**src/rtl/pipe_stage_reg_pkg.sv**
```systemverilog
// rtl/pipe_stage_reg_pkg.sv - shared types and per-stage sizing for the inter-stage pipeline register
package pipe_pkg;

    localparam int EXMEM_CTRL_W = 18;

    typedef struct packed {
        logic       reg_wr;
        logic [1:0] wb_sel;
        logic [2:0] funct3;
        logic [4:0] waddr;
        logic [6:0] opcode;
    } exmem_ctrl_t;

    localparam int IFID_NUM_DATA  = 2;
    localparam int IDEX_NUM_DATA  = 4;
    localparam int EXMEM_NUM_DATA = 3;
    localparam int MEMWB_NUM_DATA = 2;

    function automatic int payload_width(input int data_w, input int num_data);
        return data_w * num_data;
    endfunction

endpackage

```
**src/rtl/pipe_stage_reg_if.sv**
```systemverilog
// rtl/pipe_stage_reg_if.sv - upstream/downstream handshake bundle for pipe_stage_reg
interface pipe_stage_reg_if import pipe_pkg::*; #(
    parameter int DATA_W   = 32,
    parameter int NUM_DATA = EXMEM_NUM_DATA,
    parameter int CTRL_W   = EXMEM_CTRL_W
);
    logic                       flush;
    logic                       in_valid;
    logic                       in_ready;
    logic [CTRL_W-1:0]          in_ctrl;
    logic [NUM_DATA*DATA_W-1:0] in_data;
    logic                       out_valid;
    logic                       out_ready;
    logic [CTRL_W-1:0]          out_ctrl;
    logic [NUM_DATA*DATA_W-1:0] out_data;

    modport master (
        output flush, in_valid, in_ctrl, in_data, out_ready,
        input  in_ready, out_valid, out_ctrl, out_data
    );

    modport slave (
        input  flush, in_valid, in_ctrl, in_data, out_ready,
        output in_ready, out_valid, out_ctrl, out_data
    );
endinterface

```
**src/rtl/pipe_stage_reg_entry.sv**
```systemverilog
// rtl/pipe_stage_reg_entry.sv - one {valid, ctrl, data} slot with load, clear and hold
module pipe_entry_reg import pipe_pkg::*; #(
    parameter int CTRL_W    = EXMEM_CTRL_W,
    parameter int PAYLOAD_W = 96
) (
    input  logic                 clk,
    input  logic                 rst,
    input  logic                 load,
    input  logic                 clear,
    input  logic [CTRL_W-1:0]    load_ctrl,
    input  logic [PAYLOAD_W-1:0] load_data,
    output logic                 valid,
    output logic [CTRL_W-1:0]    ctrl,
    output logic [PAYLOAD_W-1:0] data
);

    // clear only drops valid; the payload is left stale so flush costs no data-path enables
    always_ff @(posedge clk) begin
        if (rst) begin
            valid <= 1'b0;
            ctrl  <= '0;
            data  <= '0;
        end else if (clear) begin
            valid <= 1'b0;
        end else if (load) begin
            valid <= 1'b1;
            ctrl  <= load_ctrl;
            data  <= load_data;
        end
    end

endmodule

```
**src/rtl/pipe_stage_reg.sv**
```systemverilog
// rtl/pipe_stage_reg.sv - valid/ready pipeline stage register; PIPE_SKID_EN adds a skid slot for a registered in_ready
module pipe_stage_reg import pipe_pkg::*; #(
    parameter int DATA_W   = 32,
    parameter int NUM_DATA = EXMEM_NUM_DATA,
    parameter int CTRL_W   = EXMEM_CTRL_W
) (
    input  logic            clk,
    input  logic            rst,
    pipe_stage_reg_if.slave bus
);

    localparam int PAYLOAD_W = payload_width(DATA_W, NUM_DATA);

    logic                 main_valid;
    logic [CTRL_W-1:0]    main_ctrl;
    logic [PAYLOAD_W-1:0] main_data;
    logic                 main_load;
    logic                 main_clear;
    logic [CTRL_W-1:0]    main_load_ctrl;
    logic [PAYLOAD_W-1:0] main_load_data;
    logic                 accept;
    logic                 consume;

    assign accept  = bus.in_valid && bus.in_ready;
    assign consume = main_valid && bus.out_ready;

`ifdef PIPE_SKID_EN
    logic                 ready_q;
    logic                 skid_valid;
    logic [CTRL_W-1:0]    skid_ctrl;
    logic [PAYLOAD_W-1:0] skid_data;
    logic                 skid_load;
    logic                 skid_clear;

    always_ff @(posedge clk) begin
        if (rst) ready_q <= 1'b0;
        else     ready_q <= 1'b1;
    end

    assign bus.in_ready = ready_q && !skid_valid;

    // skid only fills behind a stalled main slot, so it always drains into main first
    always_comb begin
        main_load      = 1'b0;
        main_clear     = 1'b0;
        skid_load      = 1'b0;
        skid_clear     = 1'b0;
        main_load_ctrl = bus.in_ctrl;
        main_load_data = bus.in_data;
        if (bus.flush) begin
            main_clear = 1'b1;
            skid_clear = 1'b1;
        end else if (skid_valid) begin
            if (consume) begin
                main_load      = 1'b1;
                main_load_ctrl = skid_ctrl;
                main_load_data = skid_data;
                skid_clear     = 1'b1;
            end
        end else if (accept) begin
            if (main_valid && !bus.out_ready) skid_load = 1'b1;
            else                              main_load = 1'b1;
        end else if (consume) begin
            main_clear = 1'b1;
        end
    end

    pipe_entry_reg #(.CTRL_W(CTRL_W), .PAYLOAD_W(PAYLOAD_W)) u_skid (
        .clk       (clk),
        .rst       (rst),
        .load      (skid_load),
        .clear     (skid_clear),
        .load_ctrl (bus.in_ctrl),
        .load_data (bus.in_data),
        .valid     (skid_valid),
        .ctrl      (skid_ctrl),
        .data      (skid_data)
    );
`else
    assign bus.in_ready   = bus.out_ready || !main_valid;
    assign main_load      = accept && !bus.flush;
    assign main_clear     = bus.flush || (consume && !accept);
    assign main_load_ctrl = bus.in_ctrl;
    assign main_load_data = bus.in_data;
`endif

    pipe_entry_reg #(.CTRL_W(CTRL_W), .PAYLOAD_W(PAYLOAD_W)) u_main (
        .clk       (clk),
        .rst       (rst),
        .load      (main_load),
        .clear     (main_clear),
        .load_ctrl (main_load_ctrl),
        .load_data (main_load_data),
        .valid     (main_valid),
        .ctrl      (main_ctrl),
        .data      (main_data)
    );

    // bubbles must never carry reg_wr or a memory write downstream
    assign bus.out_valid = main_valid;
    assign bus.out_ctrl  = main_valid ? main_ctrl : '0;
    assign bus.out_data  = main_data;

endmodule

```
**src/flat_wrapper.sv**
```systemverilog
// flat-port wrapper written by rule: the top's interface ports become plain ports
module pipe_stage_reg_flat import pipe_pkg::*;
#(
    parameter int DATA_W   = 32,
    parameter int NUM_DATA = EXMEM_NUM_DATA,
    parameter int CTRL_W   = EXMEM_CTRL_W
)
  (clk, rst, bus_flush, bus_in_valid, bus_in_ctrl, bus_in_data, bus_out_ready, bus_in_ready, bus_out_valid, bus_out_ctrl, bus_out_data);
  pipe_stage_reg_if #(.DATA_W(DATA_W), .NUM_DATA(NUM_DATA), .CTRL_W(CTRL_W)) bus_i ();
  input  logic clk;
  input  logic rst;
  input wire logic [$bits(bus_i.flush)-1:0] bus_flush;
  input wire logic [$bits(bus_i.in_valid)-1:0] bus_in_valid;
  input wire logic [$bits(bus_i.in_ctrl)-1:0] bus_in_ctrl;
  input wire logic [$bits(bus_i.in_data)-1:0] bus_in_data;
  input wire logic [$bits(bus_i.out_ready)-1:0] bus_out_ready;
  output wire logic [$bits(bus_i.in_ready)-1:0] bus_in_ready;
  output wire logic [$bits(bus_i.out_valid)-1:0] bus_out_valid;
  output wire logic [$bits(bus_i.out_ctrl)-1:0] bus_out_ctrl;
  output wire logic [$bits(bus_i.out_data)-1:0] bus_out_data;
  assign bus_i.flush = bus_flush;
  assign bus_i.in_valid = bus_in_valid;
  assign bus_i.in_ctrl = bus_in_ctrl;
  assign bus_i.in_data = bus_in_data;
  assign bus_i.out_ready = bus_out_ready;
  assign bus_in_ready = bus_i.in_ready;
  assign bus_out_valid = bus_i.out_valid;
  assign bus_out_ctrl = bus_i.out_ctrl;
  assign bus_out_data = bus_i.out_data;
  pipe_stage_reg #(.DATA_W(DATA_W), .NUM_DATA(NUM_DATA), .CTRL_W(CTRL_W)) u_core (.clk(clk), .rst(rst), .bus(bus_i));
endmodule
```
**config.mk**
```make
export PLATFORM = sky130hd
export DESIGN_NAME = pipe_stage_reg_flat
export DESIGN_NICKNAME = d
export VERILOG_FILES = /design/src/rtl/pipe_stage_reg_pkg.sv /design/src/rtl/pipe_stage_reg_if.sv /design/src/rtl/pipe_stage_reg_entry.sv /design/src/rtl/pipe_stage_reg.sv /design/src/flat_wrapper.sv
export SDC_FILE = /design/constraint.sdc
export NUM_CORES = 1
export LEC_CHECK = 0
export BUFFER_PORTS_ARGS = -buffer_cell sky130_fd_sc_hd__buf_2
export CORE_UTILIZATION = 47
export CTS_CLUSTER_SIZE = 25
export DETAILED_ROUTE_END_ITERATION = 10
export GPL_TIMING_DRIVEN = 0
export PLACE_DENSITY = 0.76
export SLEW_MARGIN = 15
export SYNTH_ARGS = -nofsm -noshare
export SYNTH_HDL_FRONTEND = slang
export SYNTH_SLANG_ARGS = --single-unit
```
**constraint.sdc**
```tcl
create_clock -name clk -period 1.6 [get_ports clk]
set_clock_uncertainty 0.05 [all_clocks]
set_input_delay 0.4 -clock clk [delete_from_list [all_inputs] [get_ports clk]]
set_output_delay 0.4 -clock clk [all_outputs]
set_load 0.01 [all_outputs]
```
# ---- Word level (Yosys, flattened, before mapping)
# Index checks and enable logic that the tools add are counted.
# Widths: inputs -> output; s select.
dict set report op_classes {
  eq_ne 0
  n_lt_le_gt_ge 0
  n_mul 0
  bitwise 1
  shift 0
  addsub 0
  div 0
  n_reduce_logical 11
  n_mux 1
}
# cell count
set ops {}
lappend ops {{$mux 18} 1}
lappend ops {{$logic_and 1x1->1} 4}
lappend ops {{$logic_not 1->1} 3}
lappend ops {{$logic_or 1x1->1} 2}
lappend ops {{$reduce_and 2->1} 1}
lappend ops {{$reduce_or 2->1} 1}
lappend ops {{$not 1->1} 1}
dict set report word_totals {
  romBits 0
  ram_bits 0
  reg_bits 115
  memories 0
  elab_cells 16
  out_inout_bits 116
  latchBits 0
}

# ---- Depth between registers and ports, before layout
# Gate-level depths: netlist of the first run.
dict set report logic_depth {
  ltp_word 8
  depth_mapped 6
}

# ---- Hierarchy
# From an unflattened synthesis of the first run, not the netlist that was laid out.
dict set report hier_totals {
  cells_unflattened 545
  area_unflattened_um2 5606.6
}
# module area_per_inst_um2 n_inst cells_each seq_area_each_um2
set by_module_without_submodules {}
lappend by_module_without_submodules {pipe_entry_reg 5445.2 1 521 2302.2}
lappend by_module_without_submodules {pipe_stage_reg 161.4 1 24 0.0}

# ---- Worst setup path after synthesis of the first run
# No wires, ideal clock.
dict set report synth_path {
  path_kind {reg2reg}
  startpoint {register u_core.u_main.valid}
  endpoint {register u_core.u_main.ctrl[0]}
  required_time_ps 1478
  t_arrival_ps 1295
  setup_time_ps 72
  stages_incl_launch_ff 7
  slack_ps 183
  path_cell_list {dfxtp_1 -> nor2b_4 -> nor3b_2 -> buf_6 -> buf_6 -> buf_6 -> mux2i_1}
}
dict set report synth_via {
  elab_chain_cells 8
}
# item line
set synth_rtl {}
lappend synth_rtl {{start: declaration} pipe_stage_reg_entry.sv:12} ;# output logic valid,
lappend synth_rtl {{start signal: assignment} pipe_stage_reg_entry.sv:20} ;# valid <= 1'b0;
lappend synth_rtl {{start signal: assignment} pipe_stage_reg_entry.sv:24} ;# valid <= 1'b0;
lappend synth_rtl {{start signal: assignment} pipe_stage_reg_entry.sv:26} ;# valid <= 1'b1;
lappend synth_rtl {{$logic_not 1->1} pipe_stage_reg.sv:80} ;# assign bus.in_ready = bus.out_ready || !main_valid;
lappend synth_rtl {{$logic_or 1x1->1} pipe_stage_reg.sv:80}
lappend synth_rtl {{$logic_and 1x1->1} pipe_stage_reg.sv:24} ;# assign accept = bus.in_valid && bus.in_ready;
lappend synth_rtl {{$logic_not 1->1} pipe_stage_reg.sv:82} ;# assign main_clear = bus.flush || (consume && !accept);
lappend synth_rtl {{$logic_and 1x1->1} pipe_stage_reg.sv:82}
lappend synth_rtl {{$logic_or 1x1->1} pipe_stage_reg.sv:82}
lappend synth_rtl {{$not 1->1 (no source line)} n/a}
lappend synth_rtl {{$reduce_and 2->1 (no source line) (*)} n/a}
lappend synth_rtl {{end signal: assignment} pipe_stage_reg_entry.sv:27} ;# ctrl <= load_ctrl;
lappend synth_rtl {{end: declaration} pipe_stage_reg_entry.sv:13} ;# output logic [CTRL_W-1:0] ctrl,
# Mark *: on every way between the ends. The rest lies on a longest branch, timed or not.
# A chain may end at the register's enable or synchronous reset.

# ---- Worst setup path in the final report of the first run
dict set report layout_path {
  startpoint {register u_core.u_main.valid}
  endpoint {output bus_out_ctrl[6]}
}
dict set report layout_via {
  elab_chain_cells 1
}
# item line
set layout_rtl {}
lappend layout_rtl {{$mux 18} pipe_stage_reg.sv:101} ;# assign bus.out_ctrl = main_valid ? main_ctrl : '0;
lappend layout_rtl {{end: declaration} flat_wrapper.sv:19} ;# output wire logic [$bits(bus_i.out_ctrl)-1:0] bus_out_ctrl;
# Every way passes these cells.

==> results of run 1 <==
## how the worst max path moves through the flow
stage                                     startpoint                                  end  slack (ns)  cells after the start
floorplan           u_core.u_main.valid$_SDFFE_PP0P_   u_core.u_main.ctrl[0]$_SDFFE_PP0P_        0.18                      6
global placement                                 rst  u_core.u_main.data[52]$_SDFFE_PP0P_       -0.10                      4
detailed placement                               rst  u_core.u_main.data[37]$_SDFFE_PP0P_       -0.16                      4
CTS                 u_core.u_main.valid$_SDFFE_PP0P_                      bus_out_ctrl[2]       -0.18                      3
global route        u_core.u_main.valid$_SDFFE_PP0P_                     bus_out_ctrl[14]       -0.20                      3
finish              u_core.u_main.valid$_SDFFE_PP0P_                      bus_out_ctrl[6]       -0.16                      3
## cell usage after synthesis
master    count  share of area (%)
nand2b_1    228                 27
inv_1         1              0.071
nor2_1        1              0.071
nor3b_2       1               0.24
dfxtp_1     115                 44
buf_4         5               0.72
buf_6         8                1.7
clkbuf_1     26                1.9
and2_1       18                2.1
mux2i_1     114                 22
nor3_1        1              0.095
nor2b_4       1               0.26
## power by group
group,internal [mW],switching [mW]
registers,3.02,0.0817
logic,0.568,0.458
clock network,2.47,1.29
## critical path: stages (launching register included)
cell and delay, ns:
dfxtp_4 0.41, buf_12 0.13, and2_4 0.14, buf_6 0.10
## what timing repair did
item,in CTS,in global routing
hold buffers,1,0
setup buffers,1,6
pin swaps,12,1
endpoints found under the hold margin,1,0
resized for setup,44,31
endpoints found under the setup margin,80,47
gates cloned,1,8
## flip-flops by register name, indices dropped and copies added (netlist names)
register	cells
u_core.u_main.data	96
u_core.u_main.ctrl	18
u_core.u_main.valid	1
## layout by cell type, fill, tap and decap left out
cell / instances
and2_1: 1
and2_4: 17
buf_12: 8
buf_2: 215
buf_4: 5
buf_6: 25
buf_8: 2
bufinv_16: 3
clkbuf_1: 26
clkbuf_16: 24
clkbuf_8: 4
clkinv_2: 7
clkinvlp_4: 1
dfxtp_1: 114
dfxtp_4: 1
dlygate4sd3_1: 1
inv_2: 1
mux2i_1: 111
mux2i_2: 3
nand2b_1: 228
nor2_1: 1
nor2b_4: 1
nor3_1: 1
nor3b_4: 1
## cell type report
| cell class | instances | area [um2] | area share [%] |
|---|---|---|---|
| multi-input cells | 364 | 2780 | 35.8 |
| flip-flops and latches | 115 | 2310 | 29.8 |
| repair buffers | 250 | 1570 | 20.3 |
| clock buffers | 21 | 459 | 5.93 |
| plain buffers | 39 | 317 | 4.09 |
| well taps | 140 | 175 | 2.26 |
| clock inverters | 11 | 133 | 1.71 |
| inverters | 1 | 3.75 | 0.0485 |
## cells by family after synthesis
kind of cell	after synthesis
flops	115
buf+inv	40
mux	114
simple gates	250
## per-layer routing
| metal | global-route usage [%] | up-vias | wire length (um) |
|---|---|---|---|
| li1 | - | 2209 | - |
| met1 | 26.8 | 2100 | 5790 |
| met2 | 39.2 | 179 | 7000 |
| met3 | 9.75 | 26 | 1290 |
| met4 | 10.5 | 0 | 305 |
| met5 | 0 | - | 0 |
## per-stage QoR
step | utilization [%] | hold WS [ns] | instances | power, mW
after floorplan | - | 0.394 | 519 | 3.66
after global placement | 60.8 | 0.405 | 892 | 4.02
after detailed placement | 60.8 | 0.410 | 892 | 4.05
after CTS | 68.0 | 0.0580 | 927 | 7.83
after global routing | 71.4 | 0.0725 | 941 | 8.18
final | 71.4 | 0.0764 | 941 | 7.89
==> impl_results.md, run 1 <==
- Fraction of layout instances using a drive strength above 1: 39.7%
- Num rows: 38
- Peak supply drop: 0.661 mV
- Worst Setup Path Type: reg -> out
- Num CTS Buffers: 17
- Synth warn: 0
- Detailed placer's ending HPWL: 9860 um
- Global Route Usage Sum: 23.8%
- CTS tree: built
- Clock slew at reported path FFs: 0.06 ns
- Fmax: 0.569 GHz
- Total Routed Length: 14400 um
- Reg2Reg Depth: 7
- Worst R2R Setup Slack: -0.09 ns
- Initial antenna violation count: 0
- Synth Net Count: 638
- Simple-gate share of the synthesized area: 30.0%
- Syn Std Cell Area: 5250 um2
- Hold Crit Start: bus_in_data[92]
- First-pass GRT wire length: 21100 um
- TritonRoute pass-1 iters: 4
- Pre-CTS worst setup slack: -0.155 ns
- Minimum clock period: 1.76 ns
- Port Buf Inserts: 233
- Starting Density: 48.4%
- Critical Path RT: 1.15 ns
- Via count: 4514
- Xor-xnor portion of the synthesized cell area: 0%
- Post-synthesis mux area share: 21.8%
- Die area: 11600 um2
- Critical path peak fanout: 7
- Max_slew headroom: 54.8%
- Cell Area, Placed: 6590 um2
- Fin area: 7740 um2
- Cells after Synth: 519
- Crit. End Element: output pin
- Io pins: 235
- Reg2reg start: u_core.u_main.valid$_SDFFE_PP0P_
- Seq cells post-synth: 115
- Clk Tree Root Cell: clkbuf_8
- Drt wl/cell: 15.3 um
- DRC: 0
- GPL Wtd Cong: 0.789
- RSZ-0062 raised after global routing: true
- Sink of the worst hold path: u_core.u_main.data[92]$_SDFFE_PP0P_
- Status: finished, violations left
- Synth Area per Inst: 10.1 um2
- Post-synthesis compound-gate area fraction: 0%
- Failing checks: setup timing
- Total gr overflow: 0
- Hold Path Class: in -> reg
- Reg2reg end: u_core.u_main.data[71]$_SDFFE_PP0P_
- Area growth syn-to-layout: 47.6%
- Fin Setup TNS: -5.20 ns
- Largest net degree at the start of global routing: 17
- Final setup fails: 81
- Worst EP arrival: 1.31 ns
- Hold Vio Cnt, Final: 0
- Fin. max-slew vios: 0
- H-tree depth: 4
- Number of global-route vias before repair: 4480
- DRT iter0 DRCs: 134
- PD cells: 1020 nW/um2
- Width of the die: 108 um
- Die height: 108 um
- Seq/Total Area, Yosys: 43.9%
- Clock buffer depth: 2
- N_diodes: 0
- Clk Latency, worst-skew pair: 0.53 ns
- Final period utilization: 110%
- Max cap viols: 0
- Core ar.: 10800 um2
- Netlist cell types: 12
- DRT antenna net count: 0
- Adder-cell area share of the yosys netlist: 0%
- Slew at the pin closest to its max-slew limit: 0.678 ns
- Hold path cells: 3
- # clock sinks: 115
- Fillers: 808
- Setup ws final: -0.158 ns
- Leakage: 3.55 nW
- Main combinational cell family by area after synthesis: simple AND/OR/NAND/NOR gates
- CP Launch Type: register
- Vias per std cell: 4.80
- Nets@finish: 907
Note: power is estimated with default switching activity, not from simulation.
==> run 2: changes to the inputs <==
--- a/config.mk
+++ b/config.mk
@@ -11,6 +11,7 @@
 export DETAILED_ROUTE_END_ITERATION = 10
 export GPL_TIMING_DRIVEN = 0
 export PLACE_DENSITY = 0.76
+export SETUP_SLACK_MARGIN = 0.15
 export SLEW_MARGIN = 15
 export SYNTH_ARGS = -nofsm -noshare
 export SYNTH_HDL_FRONTEND = slang
==> impl_results.md, run 2 (synthesis results as in run 1) <==
- Status: finished, violations left
- Failing checks: setup timing
- Drt wl/cell: 17.8 um
- Width of the die: 108 um
- Setup ws final: -0.164 ns
- Worst EP arrival: 1.31 ns
- CTS tree: built
- Fin. max-slew vios: 0
- Critical path peak fanout: 6
- Fraction of layout instances using a drive strength above 1: 53.5%
- Total Routed Length: 17300 um
- Leakage: 3.92 nW
- Die height: 108 um
- PD cells: 933 nW/um2
- Comb pwr share: 16.3%
- Dpl cells: 892
- Biggest regs: u_core.u_main.data x96, u_core.u_main.ctrl x18, u_core.u_main.valid x1
- DRT met1 WL: 6610 um
- Fmax: 0.567 GHz
- Largest net degree at the start of global routing: 17
- Met3 wire len: 1370 um
- Peak supply drop: 0.713 mV
- Crit. End Element: output pin
- Crit-path slowest cell: dfxtp_4
- Vias per std cell: 4.93
- DRC: 0
- Via count: 4801
- Max reg flops: 96
- GPL Wtd Cong: 0.789
- Area growth syn-to-layout: 70.1%
- Port Buf Inserts: 233
- Clk Latency, worst-skew pair: 0.53 ns
- DRT iter0 DRCs: 219
- DRT antenna net count: 0
- Max cap viols: 0
- Final cell count without fillers: 973
- Clock slew at reported path FFs: 0.06 ns
- Fin Setup TNS: -3.44 ns
- Switching Share: 23.8%
- H-tree depth: 4
- Minimum clock period: 1.76 ns
- N_diodes: 0
- Total gr overflow: 0
- Hold Vio Cnt, Final: 0
- Core ar.: 10800 um2
- Number of global-route vias before repair: 4907
- Clock power frac: 45.8%
- Max_slew headroom: 50.5%
- Io pins: 235
- Num rows: 38
- Switching power: 1.98 mW
- Biggest register: u_core.u_main.data
- Global Route Usage Sum: 27.8%
- Int Pwr: 6.34 mW
- Fin util: 82.3%
- Final period utilization: 110%
- TritonRoute pass-1 iters: 4
- Sequential power share: 37.9%
- CP Launch Type: register
- Final setup fails: 53
- Hold slack: 0.0635 ns
- Num CTS Buffers: 17
- Slew at the pin closest to its max-slew limit: 0.742 ns
- RSZ-0062 raised after global routing: true
- CP peak stage delay: 0.38 ns
- Starting Density: 48.4%
- Die area: 11600 um2
- Clock buffer depth: 2
- Routed length on met2: 8840 um
- Initial antenna violation count: 0
- Pre-CTS worst setup slack: -0.155 ns
- Hold Path Class: in -> reg
- Detailed placer's ending HPWL: 9860 um
- Top sig layer: met4
- Clk Tree Root Cell: clkbuf_8
- Worst Setup Path Type: reg -> out
- Most frequent cells in the layout: nand2b_1, buf_2, buf_6, mux2i_1, dfxtp_2
- Nets@finish: 939
- First-pass GRT wire length: 24300 um
- # clock sinks: 115
- Critical Path RT: 1.15 ns
- Commonest non-fill, non-tap cell in the layout: nand2b_1
- Worst path cell trace: clkbuf_8 -> and2_1 -> buf_2
run 2: path summary, 6_finish.rpt:
path                            depth (start not counted)  slack, ns                                  end                                from
worst max-delay path                                    3      -0.16                     bus_out_ctrl[12]    u_core.u_main.valid$_SDFFE_PP0P_
worst min-delay path                                    3       0.06   u_core.u_main.data[7]$_SDFFE_PP0P_                      bus_in_data[7]
worst max register to register                          7      -0.06  u_core.u_main.data[66]$_SDFFE_PP0P_    u_core.u_main.valid$_SDFFE_PP0P_
worst min register to register                          2       0.42   u_core.u_main.data[4]$_SDFFE_PP0P_  u_core.u_main.data[4]$_SDFFE_PP0P_
run 2: layer usage:
metal,vias up,global-route usage (%)
li1,2264,-
met5,-,0
met1,2301,30.2
met2,197,48.7
met4,0,11.4
met3,39,10.1
run 2: layout make-up:
cell class | instances | area (um2)
multi-input cells | 364 | 2780
repair buffers | 282 | 2590
flip-flops and latches | 115 | 2430
fillers | 594 | 1920
clock buffers | 21 | 459
plain buffers | 39 | 359
well taps | 140 | 175
clock inverters | 11 | 133
inverters | 1 | 3.75
run 2: power by group through the flow:
| stage | logic [mW] | clock network (mW) | registers (mW) |
|---|---|---|---|
| global placement | 0.873 | 0 | 3.14 |
| global route | 1.44 | 3.98 | 3.17 |
| finish | 1.36 | 3.81 | 3.16 |
| CTS | 1.21 | 3.81 | 3.13 |
| detailed placement | 0.896 | 0 | 3.15 |
| floorplan | 0.455 | 0 | 3.21 |
run 2: stage by stage:
stage	power, mW	area (um2)
final	8.32	8920
after global routing	8.59	8920
after CTS	8.14	8400
after detailed placement	4.05	6590
after global placement	4.02	6590
after floorplan	3.66	5250
run 2: timing repair:
item | 4_1_cts | 5_1_grt
setup buffers | 17 | 17
hold buffers | 1 | 0
endpoints found under the setup margin | 217 | 212
resized for setup | 215 | 82
pin swaps | 13 | 0
endpoints found under the hold margin | 1 | 0
gates cloned | 14 | 0
run 2: worst max-delay path, delay by kind of cell, from the launching register on:
kind,cells,cell delay (ns)
buffers and inverters,2,0.28
and+or+nand+nor,1,0.12
DFF,1,0.38
==> run 3: changes to the inputs <==
--- a/config.mk
+++ b/config.mk
@@ -6,11 +6,13 @@
 export NUM_CORES = 1
 export LEC_CHECK = 0
 export BUFFER_PORTS_ARGS = -buffer_cell sky130_fd_sc_hd__buf_2
+export CORE_ASPECT_RATIO = 1.5
 export CORE_UTILIZATION = 47
 export CTS_CLUSTER_SIZE = 25
 export DETAILED_ROUTE_END_ITERATION = 10
 export GPL_TIMING_DRIVEN = 0
 export PLACE_DENSITY = 0.76
+export RECOVER_POWER = 50
 export SETUP_SLACK_MARGIN = 0.15
 export SLEW_MARGIN = 15
 export SYNTH_ARGS = -nofsm -noshare
==> impl_results.md, run 3 (synthesis results as in run 1) <==
- Status: finished, violations left
- Failing checks: setup timing
- DRC: 0
- Global Route Usage Sum: 25.8%
- Hold Crit Start: bus_flush
- CP peak stage delay: 0.38 ns
- Comb pwr share: 15.0%
- Slew at the pin closest to its max-slew limit: 0.591 ns
- Clock slew at reported path FFs: 0.05 ns
- Total Routed Length: 14500 um
- Reg2reg end: u_core.u_main.ctrl[3]$_SDFFE_PP0P_
- Final cell count without fillers: 959
- Leakage: 3.68 nW
- Core ar.: 10700 um2
- Port Buf Inserts: 233
- PD cells: 957 nW/um2
- Biggest register: u_core.u_main.data
- CP Launch Type: register
- Total gr overflow: 0
- Io pins: 235
- First-pass GRT wire length: 23200 um
- Hold Vio Cnt, Final: 0
- Worst R2R Setup Slack: 0.01 ns
- Num rows: 46
- Worst path cell trace: buf_8 -> and2_1 -> buf_2
- Reg2Reg Depth: 7
- Int Pwr: 5.88 mW
- RSZ-0062 raised after global routing: true
- Dpl cells: 896
- Critical Path RT: 1.15 ns
- TritonRoute pass-1 iters: 6
- Switching power: 1.86 mW
- Critical path peak fanout: 7
- Drt wl/cell: 15.1 um
- Width of the die: 88.3 um
- Max reg flops: 96
- Initial antenna violation count: 1
- Crit-path slowest cell: dfxtp_4
- Die area: 11600 um2
- DRT antenna net count: 0
- H-tree depth: 4
- Largest net degree at the start of global routing: 17
- Tot Pwr: 7.74 mW
- Biggest regs: u_core.u_main.data x96, u_core.u_main.ctrl x18, u_core.u_main.valid x1
- Worst Setup Path Type: reg -> out
- Hold path cells: 2
- Most frequent cells in the layout: nand2b_1, buf_2, dfxtp_1, mux2i_1, clkbuf_1
- Sequential power share: 40.0%
- Via count: 4587
- Final setup fails: 18
- # clock sinks: 115
- Commonest non-fill, non-tap cell in the layout: nand2b_1
- GPL Wtd Cong: 0.726
- Vias per std cell: 4.78
- Nets@finish: 920
- Starting Density: 49.0%
- Hold Path Class: in -> reg
- Peak supply drop: 0.835 mV
- Area growth syn-to-layout: 54.1%
- Number of global-route vias before repair: 4957
- Fraction of layout instances using a drive strength above 1: 40.5%
- Fmax: 0.614 GHz
- Setup ws final: -0.0293 ns
- Max_slew headroom: 60.6%
- Clock buffer depth: 2
- Clk Tree Root Cell: clkbuf_16
- Worst EP arrival: 1.18 ns
- Detailed placer's ending HPWL: 10100 um
- Switching Share: 24.1%
- CTS tree: built
- Sink of the worst hold path: u_core.u_main.valid$_SDFFE_PP0P_
- Crit. End Element: output pin
- Minimum clock period: 1.63 ns
- Reg2reg start: u_core.u_main.valid$_SDFFE_PP0P_
- Clk Latency, worst-skew pair: 0.40 ns
- Die height: 131 um
- Final period utilization: 102%
- DRT iter0 DRCs: 80
- Fin. max-slew vios: 0
- Num CTS Buffers: 17
- Max cap viols: 0
- Clock power frac: 45.0%
run 3: changes by cell type in the layout (fill, tap and decap cells not counted), moves of 3 or more:
cell	delta
dfxtp_2	-96
buf_4	-17
buf_2	+85
buf_8	+3
buf_6	-90
clkbuf_8	-3
mux2i_1	+3
dfxtp_1	+96
buf_12	+3
run 3: worst max-delay path by stage:
stage | start | to | slack (ns) | cells past startpoint
after floorplan | u_core.u_main.valid$_SDFFE_PP0P_ | u_core.u_main.ctrl[0]$_SDFFE_PP0P_ | 0.18 | 6
after global placement | rst | u_core.u_main.data[34]$_SDFFE_PP0P_ | -0.03 | 4
after detailed placement | rst | u_core.u_main.data[40]$_SDFFE_PP0P_ | -0.07 | 4
after CTS | u_core.u_main.valid$_SDFFE_PP0P_ | bus_out_ctrl[13] | -0.05 | 3
after global routing | u_core.u_main.valid$_SDFFE_PP0P_ | u_core.u_main.ctrl[3]$_SDFFE_PP0P_ | -0.08 | 7
final | u_core.u_main.valid$_SDFFE_PP0P_ | bus_out_ctrl[3] | -0.03 | 3
run 3: power by group through the flow:
stage / logic [mW] / clock network, mW / registers, mW
global placement: 0.867 / 0 / 3.15
CTS: 1.16 / 3.52 / 3.10
floorplan: 0.455 / 0 / 3.21
global route: 1.25 / 3.68 / 3.11
finish: 1.16 / 3.48 / 3.10
detailed placement: 0.894 / 0 / 3.15
run 3: timing repair:
item,CTS,global route
hold buffers,0,0
resized for setup,86,13
gates cloned,13,0
setup buffers,17,0
pin swaps,12,1
endpoints found under the hold margin,0,0
setup endpoints to repair,134,133
run 3: layout make-up:
class	instances	area (um2)
well taps	144	180
repair buffers	263	1920
multi-input cells	364	2760
fillers	776	2620
clock buffers	20	457
plain buffers	39	360
diodes	2	5.00
clock inverters	11	87.6
inverters	1	3.75
flip-flops and latches	115	2310
run 3: layer usage:
metal | global-route usage (%) | routed length [um] | share of wire (%) | vias to the layer above
met4 | 10.2 | 316 | 2.2 | 0
met3 | 9.30 | 1260 | 8.7 | 26
met5 | 0 | 0 | 0 | -
li1 | - | - | - | 2231
met1 | 24.7 | 5180 | 36 | 2146
met2 | 47.9 | 7770 | 53 | 184
run 3: critical path, delay by kind of cell, from the launching register on:
kind | cells | cell delay, ns
DFF | 1 | 0.38
buffers and inverters | 2 | 0.26
and+or+nand+nor | 1 | 0.13
run 3: metrics by stage:
step	area (um2)	setup slack [ns]	util [%]	hold WS, ns	setup TNS (ns)
5_1_grt	8090	-0.0803	75.5	0.155	-1.84
3_5_place_dp	6590	-0.0730	61.6	0.408	-3.23
4_1_cts	8030	-0.0516	75.0	0.128	-0.705
3_3_place_gp	6590	-0.0303	61.6	0.404	-0.369
2_1_floorplan	5250	0.183	-	0.394	0
6_report	8090	-0.0293	75.5	0.150	-0.211
